$ cat config.mk
export PLATFORM = sky130hd
export DESIGN_NAME = sm3_round_ctrl_flat
export DESIGN_NICKNAME = d
export VERILOG_FILES = /design/src/rtl/sm3_pkg.sv /design/src/rtl/sm3_round_ctrl_if.sv /design/src/rtl/sm3_tj_gen.sv /design/src/rtl/sm3_round_ctrl.sv /design/src/flat_wrapper.sv
export SDC_FILE = /design/constraint.sdc
export NUM_CORES = 1
export LEC_CHECK = 0
export ABC_AREA = 1
export BUFFER_PORTS_ARGS = -buffer_cell sky130_fd_sc_hd__buf_2
export CAP_MARGIN = 20
export CELL_PAD_IN_SITES_DETAIL_PLACEMENT = 1
export CELL_PAD_IN_SITES_GLOBAL_PLACEMENT = 1
export CORE_MARGIN = 2
export CORE_UTILIZATION = 33
export DETAILED_ROUTE_END_ITERATION = 16
export GPL_TIMING_DRIVEN = 1
export PLACE_DENSITY_LB_ADDON = 0.25
export SETUP_SLACK_MARGIN = 0.3
export SYNTH_ARGS = -nofsm -noshare
export SYNTH_HDL_FRONTEND = slang
export SYNTH_SLANG_ARGS = --single-unit
export TNS_END_PERCENT = 1
$ cat constraint.sdc
create_clock -name input_clk -period 1.5 [get_ports input_clk]
set_clock_uncertainty 0.15 [all_clocks]
set_input_delay 0.3 -clock input_clk [delete_from_list [all_inputs] [get_ports input_clk]]
set_output_delay 0.3 -clock input_clk [all_outputs]
set_load 0.005 [all_outputs]
$ cat src/rtl/sm3_pkg.sv
// Shared SM3 definitions: controller state encoding, round constants and a
// 32-bit rotate helper used by the T_j generator.
package sm3_pkg;

  typedef enum logic [2:0] {
    ST_IDLE  = 3'd0,
    ST_LOAD  = 3'd1,
    ST_ROUND = 3'd2,
    ST_FINAL = 3'd3,
    ST_DONE  = 3'd4
  } sm3_ctrl_state_t;

  localparam logic [31:0] SM3_T0_15  = 32'h79CC4519;
  localparam logic [31:0] SM3_T16_63 = 32'h7A879D8A;
  localparam int          SM3_ROUNDS = 64;

  function automatic logic [31:0] sm3_rotl32(input logic [31:0] x, input logic [4:0] n);
    logic [63:0] dbl;
    dbl = {x, x} << n;
    return dbl[63:32];
  endfunction

endpackage

$ cat src/rtl/sm3_round_ctrl_if.sv
// Front-end / datapath control bundle of the SM3 round sequencer.
// output_Tj exists only when SM3_ROUND_CTRL_TJ_EN is defined.
interface sm3_round_ctrl_if;

  logic        input_start;
  logic        input_first;
  logic        input_stall;
  logic        output_ready;
  logic        output_iv_sel;
  logic        output_load_en;
  logic        output_round_en;
  logic [0:5]  output_j;
`ifdef SM3_ROUND_CTRL_TJ_EN
  logic [0:31] output_Tj;
`endif
  logic        output_final_en;
  logic        output_done;

  modport slave (
`ifdef SM3_ROUND_CTRL_TJ_EN
    output output_Tj,
`endif
    input  input_start, input_first, input_stall,
    output output_ready, output_iv_sel, output_load_en, output_round_en,
    output output_j, output_final_en, output_done
  );

  modport master (
`ifdef SM3_ROUND_CTRL_TJ_EN
    input  output_Tj,
`endif
    output input_start, input_first, input_stall,
    input  output_ready, output_iv_sel, output_load_en, output_round_en,
    input  output_j, output_final_en, output_done
  );

endinterface

$ cat src/rtl/sm3_tj_gen.sv
// Round constant T_j rotated left by (j mod 32); purely combinational from j.
module sm3_tj_gen
  import sm3_pkg::*;
(
  input  logic [5:0]  j,
  output logic [31:0] tj
);

  logic [31:0] t_s;

  // constant select by round range, then rotate
  always_comb begin
    if (j <= 6'd15) begin
      t_s = SM3_T0_15;
    end else begin
      t_s = SM3_T16_63;
    end
    tj = sm3_rotl32(t_s, j[4:0]);
  end

endmodule

$ cat src/rtl/sm3_round_ctrl.sv
// SM3 compression sequencer: IDLE -> LOAD -> ROUND x ROUNDS -> FINAL -> DONE.
// Optional T_j output under macro SM3_ROUND_CTRL_TJ_EN.
module sm3_round_ctrl
  import sm3_pkg::*;
#(
  parameter int ROUNDS = SM3_ROUNDS
) (
  input  logic                 input_clk,
  input  logic                 input_rst_n,
  sm3_round_ctrl_if.slave      ctrl
);

  localparam logic [5:0] J_LAST = 6'(ROUNDS - 1);

  sm3_ctrl_state_t state_r, state_nx_s;
  logic [5:0]      j_r, j_nx_s;
  logic            iv_sel_r, iv_sel_nx_s;
  logic            round_en_s;

  // state, round index and IV select registers
  always_ff @(posedge input_clk or negedge input_rst_n) begin
    if (!input_rst_n) begin
      state_r  <= ST_IDLE;
      j_r      <= 6'd0;
      iv_sel_r <= 1'b0;
    end else begin
      state_r  <= state_nx_s;
      j_r      <= j_nx_s;
      iv_sel_r <= iv_sel_nx_s;
    end
  end

  // next-state, round index update and round enable
  always_comb begin
    state_nx_s  = state_r;
    j_nx_s      = j_r;
    iv_sel_nx_s = iv_sel_r;
    round_en_s  = 1'b0;
    case (state_r)
      ST_IDLE: begin
        if (ctrl.input_start) begin
          state_nx_s  = ST_LOAD;
          j_nx_s      = 6'd0;
          iv_sel_nx_s = ctrl.input_first;
        end else begin
          state_nx_s  = ST_IDLE;
        end
      end
      ST_LOAD: state_nx_s = ST_ROUND;
      ST_ROUND: begin
        round_en_s = ~ctrl.input_stall;
        // exit on the last executed round so j never moves past ROUNDS-1
        if (round_en_s) begin
          if (j_r == J_LAST) begin
            state_nx_s = ST_FINAL;
          end else begin
            j_nx_s = j_r + 6'd1;
          end
        end else begin
          state_nx_s = ST_ROUND;
        end
      end
      ST_FINAL: state_nx_s = ST_DONE;
      ST_DONE:  state_nx_s = ST_IDLE;
      default:  state_nx_s = ST_IDLE;
    endcase
  end

  assign ctrl.output_ready     = (state_r == ST_IDLE);
  assign ctrl.output_load_en   = (state_r == ST_LOAD);
  assign ctrl.output_round_en  = round_en_s;
  assign ctrl.output_final_en  = (state_r == ST_FINAL);
  assign ctrl.output_done      = (state_r == ST_DONE);
  assign ctrl.output_iv_sel    = iv_sel_r;
  assign ctrl.output_j         = j_r;

`ifdef SM3_ROUND_CTRL_TJ_EN
  logic [31:0] tj_s;

  sm3_tj_gen u_tj_gen (
    .j  (j_r),
    .tj (tj_s)
  );

  assign ctrl.output_Tj = tj_s;
`endif

endmodule

$ cat src/flat_wrapper.sv
// flat-port wrapper written by rule: the top's interface ports become plain ports
module sm3_round_ctrl_flat import sm3_pkg::*;
#(
  parameter int ROUNDS = SM3_ROUNDS
)
  (input_clk, input_rst_n, ctrl_input_start, ctrl_input_first, ctrl_input_stall, ctrl_output_ready, ctrl_output_iv_sel, ctrl_output_load_en, ctrl_output_round_en, ctrl_output_j, ctrl_output_final_en, ctrl_output_done);
  sm3_round_ctrl_if ctrl_i ();
  input  logic input_clk;
  input  logic input_rst_n;
  input wire logic [$bits(ctrl_i.input_start)-1:0] ctrl_input_start;
  input wire logic [$bits(ctrl_i.input_first)-1:0] ctrl_input_first;
  input wire logic [$bits(ctrl_i.input_stall)-1:0] ctrl_input_stall;
  output wire logic [$bits(ctrl_i.output_ready)-1:0] ctrl_output_ready;
  output wire logic [$bits(ctrl_i.output_iv_sel)-1:0] ctrl_output_iv_sel;
  output wire logic [$bits(ctrl_i.output_load_en)-1:0] ctrl_output_load_en;
  output wire logic [$bits(ctrl_i.output_round_en)-1:0] ctrl_output_round_en;
  output wire logic [$bits(ctrl_i.output_j)-1:0] ctrl_output_j;
  output wire logic [$bits(ctrl_i.output_final_en)-1:0] ctrl_output_final_en;
  output wire logic [$bits(ctrl_i.output_done)-1:0] ctrl_output_done;
  assign ctrl_i.input_start = ctrl_input_start;
  assign ctrl_i.input_first = ctrl_input_first;
  assign ctrl_i.input_stall = ctrl_input_stall;
  assign ctrl_output_ready = ctrl_i.output_ready;
  assign ctrl_output_iv_sel = ctrl_i.output_iv_sel;
  assign ctrl_output_load_en = ctrl_i.output_load_en;
  assign ctrl_output_round_en = ctrl_i.output_round_en;
  assign ctrl_output_j = ctrl_i.output_j;
  assign ctrl_output_final_en = ctrl_i.output_final_en;
  assign ctrl_output_done = ctrl_i.output_done;
  sm3_round_ctrl #(.ROUNDS(ROUNDS)) u_core (.input_clk(input_clk), .input_rst_n(input_rst_n), .ctrl(ctrl_i));
endmodule
Word-level counts from Yosys, hierarchy flattened

Cells that the tools add are included.

Bits of input ports: 5
Bits in registers: 10
Logic and storage cells: 27
Output and inout port bits: 12

Add/sub/neg operators: 1
Bitwise gates (word level): 1
Multiplexer cells: 9
Equality and inequality tests: 9
Reduce and logical (&&, ||, !) cells: 4

Operators by type and width:

| kind                                                  | count |
|---|---|
| 2-to-1 mux 6 bit                                      | 3 |
| one-hot mux 3 bit (4 select lines)                    | 1 |
| one-hot mux 6 bit (2 select lines)                    | 1 |
| adder 6 x 1 -> 6 bit, second input constant           | 1 |
| equality test 3 x 2 -> 1 bit, second input constant   | 2 |
| equality test 6 bit, second input constant            | 1 |
| 2-to-1 mux 3 bit                                      | 2 |
| inequality test 2 bit, second input constant          | 3 |
| AND reduction 4 bit                                   | 1 |
| equality test 3 x 1 -> 1 bit, second input constant   | 1 |
| equality test 3 bit, second input constant            | 1 |
| zero test 3 bit                                       | 1 |
| inequality test 3 x 2 -> 1 bit, second input constant | 1 |
| 2-to-1 mux 1 bit                                      | 2 |
| AND reduction 2 bit                                   | 1 |
| nonzero test 2 bit                                    | 1 |
| NOT 1 bit                                             | 1 |

Longest topological paths before layout

Gate-level depths: netlist (run 1).

Word-level depth: 4
Gate-level depth with buffers: 7
Mapped depth without buffers: 7

Worst setup path before layout (run 1)

OpenSTA, ideal clock, no wires.

Kind: input port to flip-flop
From: in u_core.ctrl.output_j[5]
To: reg u_core.j_r[5] (netlist: u_core.ctrl.output_j[0])
Slack: 0.206 ns
Arrival time: 1.026 ns
Cell stages on the path: 8
Path buffers: 0
Data required time: 1.232 ns
Setup time: 0.118 ns
Path through: dfrtp_1 ha_1 nand2_1 inv_1 nand3_1 nand2_2 nand3_1 nand2_1

Word-level cells in the longest chain between the ends: 4
Elaborated cells on any way between the ends: 7
Those cells by class: add/sub: 1; eq/ne: 2; mux: 3; reduce/logical: 1

RTL lines:

| element                            | line                    | source |
|---|---|---|
| start: declaration                 | sm3_round_ctrl_if.sv:25 | `output output_j, output_final_en, output_done` |
| adder 6 x 1 -> 6 bit               | sm3_round_ctrl.sv:57    | `j_nx_s = j_r + 6'd1;` |
| 2-to-1 mux 6 bit                   | sm3_round_ctrl.sv:54    | `if (j_r == J_LAST) begin` |
| 2-to-1 mux 6 bit                   | sm3_round_ctrl.sv:53    | `if (round_en_s) begin` |
| one-hot mux 6 bit (2 select lines) | sm3_round_ctrl.sv:39    | `case (state_r)` |
| end signal: assignment             | sm3_round_ctrl.sv:28    | `j_r <= j_nx_s;` |
| end: declaration                   | sm3_round_ctrl.sv:16    | `logic [5:0] j_r, j_nx_s;` |

Several ways; a longest one is shown, not always the timed one. The select of a mux whose other input is x is not followed.
A chain may end at the register's enable or synchronous reset.

Final worst setup path (run 1)

From: in u_core.state_r[0]
To: out ctrl_output_round_en

Word-level cells in the longest chain between the ends: 2

RTL lines:

| element                      | line                 | source |
|---|---|---|
| start: declaration           | sm3_round_ctrl.sv:15 | `sm3_ctrl_state_t state_r, state_nx_s;` |
| equality test 3 x 2 -> 1 bit | sm3_round_ctrl.sv:39 |  |
| 2-to-1 mux 1 bit             | sm3_round_ctrl.sv:39 |  |
| end: declaration             | flat_wrapper.sv:16   | `output wire logic [$bits(ctrl_i.output_round_en)-1:0] ctrl_output_round_en;` |

No other way between the ends.

==> results.txt, run 1 <==
outcome: finished, violations left
failing checks: negative setup slack
Setup crit end: ctrl_output_round_en
final period utilization: 104%
Crit. End Element: output port
Layout Nets: 113
initial core utilization: 35.6%
critical-path cell list: inv_2 > nand3_2 > nor2_2 > buf_2
dpl hpwl: 1.02 mm
cell with the most instances after synthesis: nand2_1
maximum buffer depth of the clock tree: 2
Site Rows: 14
ant diodes: 0
antenna violations before repair: 0
Most used DFF post-synth: dfrtp_1
area grow syn2layout: 47.1%
Buffers on Ports: 16
via count: 606
peak supply drop: 0.000814 V
crit path max fanout: 5
Worst Hold Class: in2reg
Post-Syn Area: 542 sq um
Hold Crit Depth: 3
main combinational cell family by area after synthesis: simple AND/OR/NAND/NOR gates
r2r worst-path depth: 8
Area contributors post-synth: dfrtp_1 (46%), nand2_1 (17%), nand3_1 (10%)
post-synthesis mux area share: 0%
syn_nets: 80
Setup crit start kind: flip-flop
io pins: 17
Max-cap violations: 0
CTS tree: built
Worst slew margin: 83.6%
leakage: 0.471 nW
Simple-Gate Fraction of Synth Area: 40.2%
CTS Buf Count: 3
pwr/cell area: 1580 mW/mm^2
post-synthesis sequential area ratio: 46.2%
FF-to-FF End: u_core.ctrl.output_j[1]
gpl congestion: 0.746
routed length per instance: 13.7 um
post-synthesis adder-cell area fraction: 2.31%
post-synthesis xor/xnor area fraction: 1.62%
Worst Tran Pin Value: 245 ps
Gate Count Post-Synth: 74
final hold violation count: 0
Yosys reg bits: 10
Setup violations, final: 10
Routed Wire Length: 1.65 mm
leading area contributor after synthesis: dfrtp_1
die width: 44.5 um
grt total ovfl: 0
vias per inst: 5.01
Yosys warnings: 0
worst hold start: ctrl_input_first
die area: 0.00198 sq mm
Worst setup startpoint: u_core.state_r[0]
total power draw: 0.00126 W
Core Region: 0.00152 sq mm
Worst-path clk slew: 70 ps
syn_area_per_cell: 7.32 sq um
Synth Area in Compound Gates: 2.77%
Setup CP Type: reg2out
reg2reg start: u_core.state_r[0]
Clock Sinks: 10
GRT Total Usage: 18.9%
antenna violation net count after detailed routing: 0
setup ws final: -59.0 ps
EDFF count, synth: 0
unrepaired setup endpoints after global routing: true
DRC: 0
Netlist cell types: 13
Required @ worst endpoint: 1050 ps
fmax: 0.641 GHz
global-route wire length before repair: 2.68 mm
DRT iter0 DRCs: 7
Final min period: 1560 ps
setup slack, reg-to-reg: -30 ps
Die Y: 44.5 um
top post-synthesis cells by count: nand2_1 (24), nand3_1 (11), dfrtp_1 (10), inv_1 (10), nor2_1 (7)
largest stage delay on the critical path: 450 ps
Worst Hold Slack: 119 ps
clock root buffer: clkbuf_4
non-filler cells, final: 121
Critical-path top delay cell: dfrtp_2
Worst-Skew Late Latency: 270 ps
post-synth top area share: 46.2%
vias in the first global route: 590
share of layout cells above drive strength 1: 40.0%
First-pass DRT Iterations: 4
critical path arrival: 1110 ps
Placed Instances: 107
largest net degree at the start of global routing: 11
Slew Limit Fails: 0
asr flop ratio synth: 100%
H-tree depth: 1
[power breakdown]
part / internal, W / total [W] / switching, W
logic: 0.000322 / 0.000619 / 0.000297
clock network: 0.0000930 / 0.000194 / 0.000101
registers: 0.000348 / 0.000444 / 0.0000965
[state kept, by name, indices dropped and copies added (netlist names)]
name and flops:
u_core.ctrl.output_iv_sel 1, u_core.state_r 3, u_core.ctrl.output_j 6
[what timing repair did]
action	in CTS	in global routing
pin swaps	18	7
buffers inserted	8	2
hold buffers	1	0
hold endpoints to repair	10	0
setup endpoints to repair	20	20
gates resized for setup	10	1
[layer usage]
metal | routed length, um | up-vias | GRT usage [%]
met5 | 0 | - | 0
met2 | 798 | 14 | 27.0
met1 | 774 | 291 | 26.4
met3 | 43 | 4 | 2.45
met4 | 37 | 0 | 12.1
li1 | - | 297 | -
[cell usage in the layout (no fill, tap or decap), types with 2 or more instances in the layout]
master,n
nor2_1,7
clkbuf_4,3
nand3_1,10
buf_2,15
nor3_2,2
inv_1,8
nand2_1,24
inv_2,2
dfrtp_1,8
dfrtp_2,2
buf_4,10
o21ai_0,3
buf_6,2
nand2_4,2
[cell type report]
| class | instances | area [sq um] |
|---|---|---|
| multi-input cells | 54 | 282 |
| flip-flops and latches | 10 | 253 |
| fillers | 204 | 727 |
| clock buffers | 3 | 22.5 |
| repair buffers | 28 | 183 |
| well taps | 16 | 20.0 |
| inverters | 10 | 37.5 |
[metrics by stage]
step                setup TNS, ps  util (%)  setup WS, ps  cell area, sq um
finish                       -317      52.3         -59.0               797
floorplan                       0         -           257               544
global placement                0      42.8           170               652
global route                 -999      52.3          -122               797
detailed placement              0      42.8           138               652
CTS                         -73.1      51.0         -55.1               777
[critical path, delay by kind of cell (launching register included)]
kind	cells	cell delay, ps
buffers and inverters	2	200
DFF	1	450
and+or+nand+nor	2	180
[how the worst min path moves through the flow]
stage | endpoint | slack [ps]
CTS | u_core.ctrl.output_iv_sel | 110
global route | u_core.ctrl.output_iv_sel | 150
global placement | u_core.ctrl.output_j[2] | 30
finish | u_core.ctrl.output_iv_sel | 120
floorplan | u_core.ctrl.output_iv_sel | -150
detailed placement | u_core.ctrl.output_j[2] | 30
[logic make-up (layout without fill, tap and decap cells)]
| family | Yosys count | in the layout |
|---|---|---|
| flops | 10 | 10 |
| fa+ha+maj | 1 | 1 |
| xor+xnor | 1 | 1 |
| buf+inv | 10 | 41 |
| compound gates | 3 | 3 |
| simple gates | 49 | 49 |
Note: power is estimated with default switching activity, not from simulation.
==> run 2, diff against run 1 <==
- SLEW_MARGIN: not set -> 10
- clock period: 1.5 -> 1.6 ns (I/O delays scaled with it)
==> run 2 against run 1 <==
  * The run now ends clean
  * Power shrank 0.80%
  * Utilization up 4.1 points
  * Critical path depth fell by 1
  * Routed wire length increased by 15%
  * Non-clock buffer count down 3
  * Via count rose by 1.3%
  * Clock power is 10% lower
  * Cell area up 7.8%
  * First-iteration DRC count down 43%
  * Largest power group unchanged
==> results.txt, run 2 (synthesis gave the netlist of run 1 again) <==
largest stage delay on the critical path: 460 ps (about the same)
largest net degree at the start of global routing: 11 (unchanged)
gpl congestion: 0.787 (+5.5%)
max reg flops: 6 (unchanged)
peak supply drop: 0.000789 V (-3.0%)
Clock Sinks: 10 (unchanged)
r2r worst-path depth: 9 (+1)
non-filler cells, final: 118 (-2.5%)
Buffers on Ports: 16 (unchanged)
Placed Area: 642 sq um (-1.5%)
Setup crit start kind: flip-flop
area grow syn2layout: 58.7%
reg2reg start: u_core.state_r[2]
Site Rows: 14 (unchanged)
Worst-Skew Late Latency: 260 ps (about the same)
Layout Nets: 110 (-2.7%)
vias in the first global route: 629 (+6.6%)
unrepaired setup endpoints after global routing: true
routed length per instance: 16.1 um (+18%)
Worst Hold Class: in2reg
Setup violations, final: 0 (-10)
critical path arrival: 1130 ps (+20 ps)
die width: 44.5 um (unchanged)
maximum buffer depth of the clock tree: 2 (unchanged)
Required @ worst endpoint: 1130 ps (+80 ps)
antenna violation net count after detailed routing: 0 (unchanged)
ant diodes: 0 (unchanged)
die area: 0.00198 sq mm (unchanged)
DRT iter0 DRCs: 4 (-3)
initial core utilization: 35.6% (unchanged)
Worst Tran Pin Value: 241 ps (-4.14 ps)
Worst Hold Slack: 148 ps (+28.9 ps)
global-route wire length before repair: 2.69 mm (+0.52%)
io pins: 17 (unchanged)
final period utilization: 99.9%
via count: 614 (+1.3%)
Hold Crit Depth: 3 (unchanged)
Placed Instances: 106 (-0.93%)
commonest non-fill, non-tap cell in the layout: nand2_1
GRT Total Usage: 19.3% (+0.47 points)
Worst setup startpoint: u_core.state_r[0]
leakage: 0.466 nW (-1.0%)
most frequent cells in the layout: nand2_1 (21), buf_2 (15), inv_1 (8)
WP depth: 3 (-1)
critical-path cell list: buf_6 > nor3_2 > buf_2
First-pass DRT Iterations: 3 (-1)
vias per inst: 5.20 (+3.9%)
area of the multi-input gates: 352 sq um (+25%)
Worst slew margin: 83.9% (+0.28 points)
Critical-path top delay cell: dfrtp_2
crit path max fanout: 4 (-1)
Routed Wire Length: 1.91 mm (+15%)
DRC: 0 (unchanged)
Crit. End Element: output port
Buf/Inv on CP: 2 (unchanged)
worst hold start: ctrl_input_first
CTS Buf Count: 3 (unchanged)
share of layout cells above drive strength 1: 51.0% (+11 points)
final hold violation count: 0 (unchanged)
fin area: 860 sq um (+7.8%)
outcome: complete, no violations
Die Y: 44.5 um (unchanged)
CP top delay family: flip-flops
clock root buffer: clkbuf_4
grt total ovfl: 0 (unchanged)
fill count: 195 (-4.4%)
Worst-path clk slew: 70 ps (about the same)
final cell utilization of the core: 56.4% (+4.1 points)
fmax: 0.626 GHz
H-tree depth: 1 (unchanged)
CTS tree: built
pwr/cell area: 1450 mW/mm^2 (-8.0%)
register area: 256 sq um (+1.5%)
setup TNS: 0 ps (+317 ps)
Max-cap violations: 0 (unchanged)
Core Region: 0.00152 sq mm (unchanged)
antenna violations before repair: 0 (unchanged)
Final min period: 1600 ps
Slew Limit Fails: 0 (unchanged)
dpl hpwl: 1.08 mm (+6.0%)
Setup CP Type: reg2out
run 2: where the power goes:
group          internal [W]  leakage (nW)  total, W  switching (W)
Sequential         0.000327         0.126  0.000445       0.000118
Clock             0.0000868        0.0138  0.000174      0.0000867
Combinational      0.000304         0.327  0.000629       0.000325
Total              0.000717         0.466   0.00125       0.000530
run 2: path summary, 6_finish.rpt:
path	to	slack, ps
setup / recovery	ctrl_output_done	2
hold / removal	u_core.ctrl.output_iv_sel	150
setup reg to reg	u_core.ctrl.output_j[3]	100
hold reg to reg	u_core.ctrl.output_iv_sel	340
max in group asynchronous	u_core.ctrl.output_j[3]	770
min in group asynchronous	u_core.state_r[2]	310
run 2: area by class of cell:
type,count,area share [%]
multi-input combinational,54,40.9
sequential,10,29.8
clock buffer,3,2.62
inverter,10,4.37
tap,16,2.33
timing repair buffer,25,19.9
run 2: what timing repair did:
| item | 4_1_cts | 5_1_grt |
|---|---|---|
| pin swaps | 4 | 6 |
| resized for setup | 9 | 23 |
| endpoints found under the setup margin | 17 | 19 |
| hold buffers | 1 | 0 |
| endpoints found under the hold margin | 10 | 0 |
| setup buffers | 7 | 1 |
run 2: stage by stage:
stage	total power [W]	setup WS [ps]
6_report	0.00125	1.98
5_1_grt	0.00134	-53.6
4_1_cts	0.00108	1.05
3_5_place_dp	0.000764	159
3_3_place_gp	0.000747	214
2_1_floorplan	0.000607	306
run 2: worst reg2reg max path, stage by stage (launching register included):
cell and delay, ps:
dfrtp_1 420, inv_2 130, nand3_4 100, nor2_4 100
buf_4 100, buf_4 100, buf_6 100, nand2_8 70
nand3_2 70, nand2_1 50
run 2: layer usage:
| layer | vias to the layer above | track usage, % | wire length (um) |
|---|---|---|---|
| met5 | - | 0 | 0 |
| met2 | 12 | 32.5 | 1020 |
| met4 | 0 | 12.7 | 49 |
| met3 | 6 | 5.31 | 56 |
| met1 | 305 | 21.0 | 774 |
| li1 | 291 | - | - |
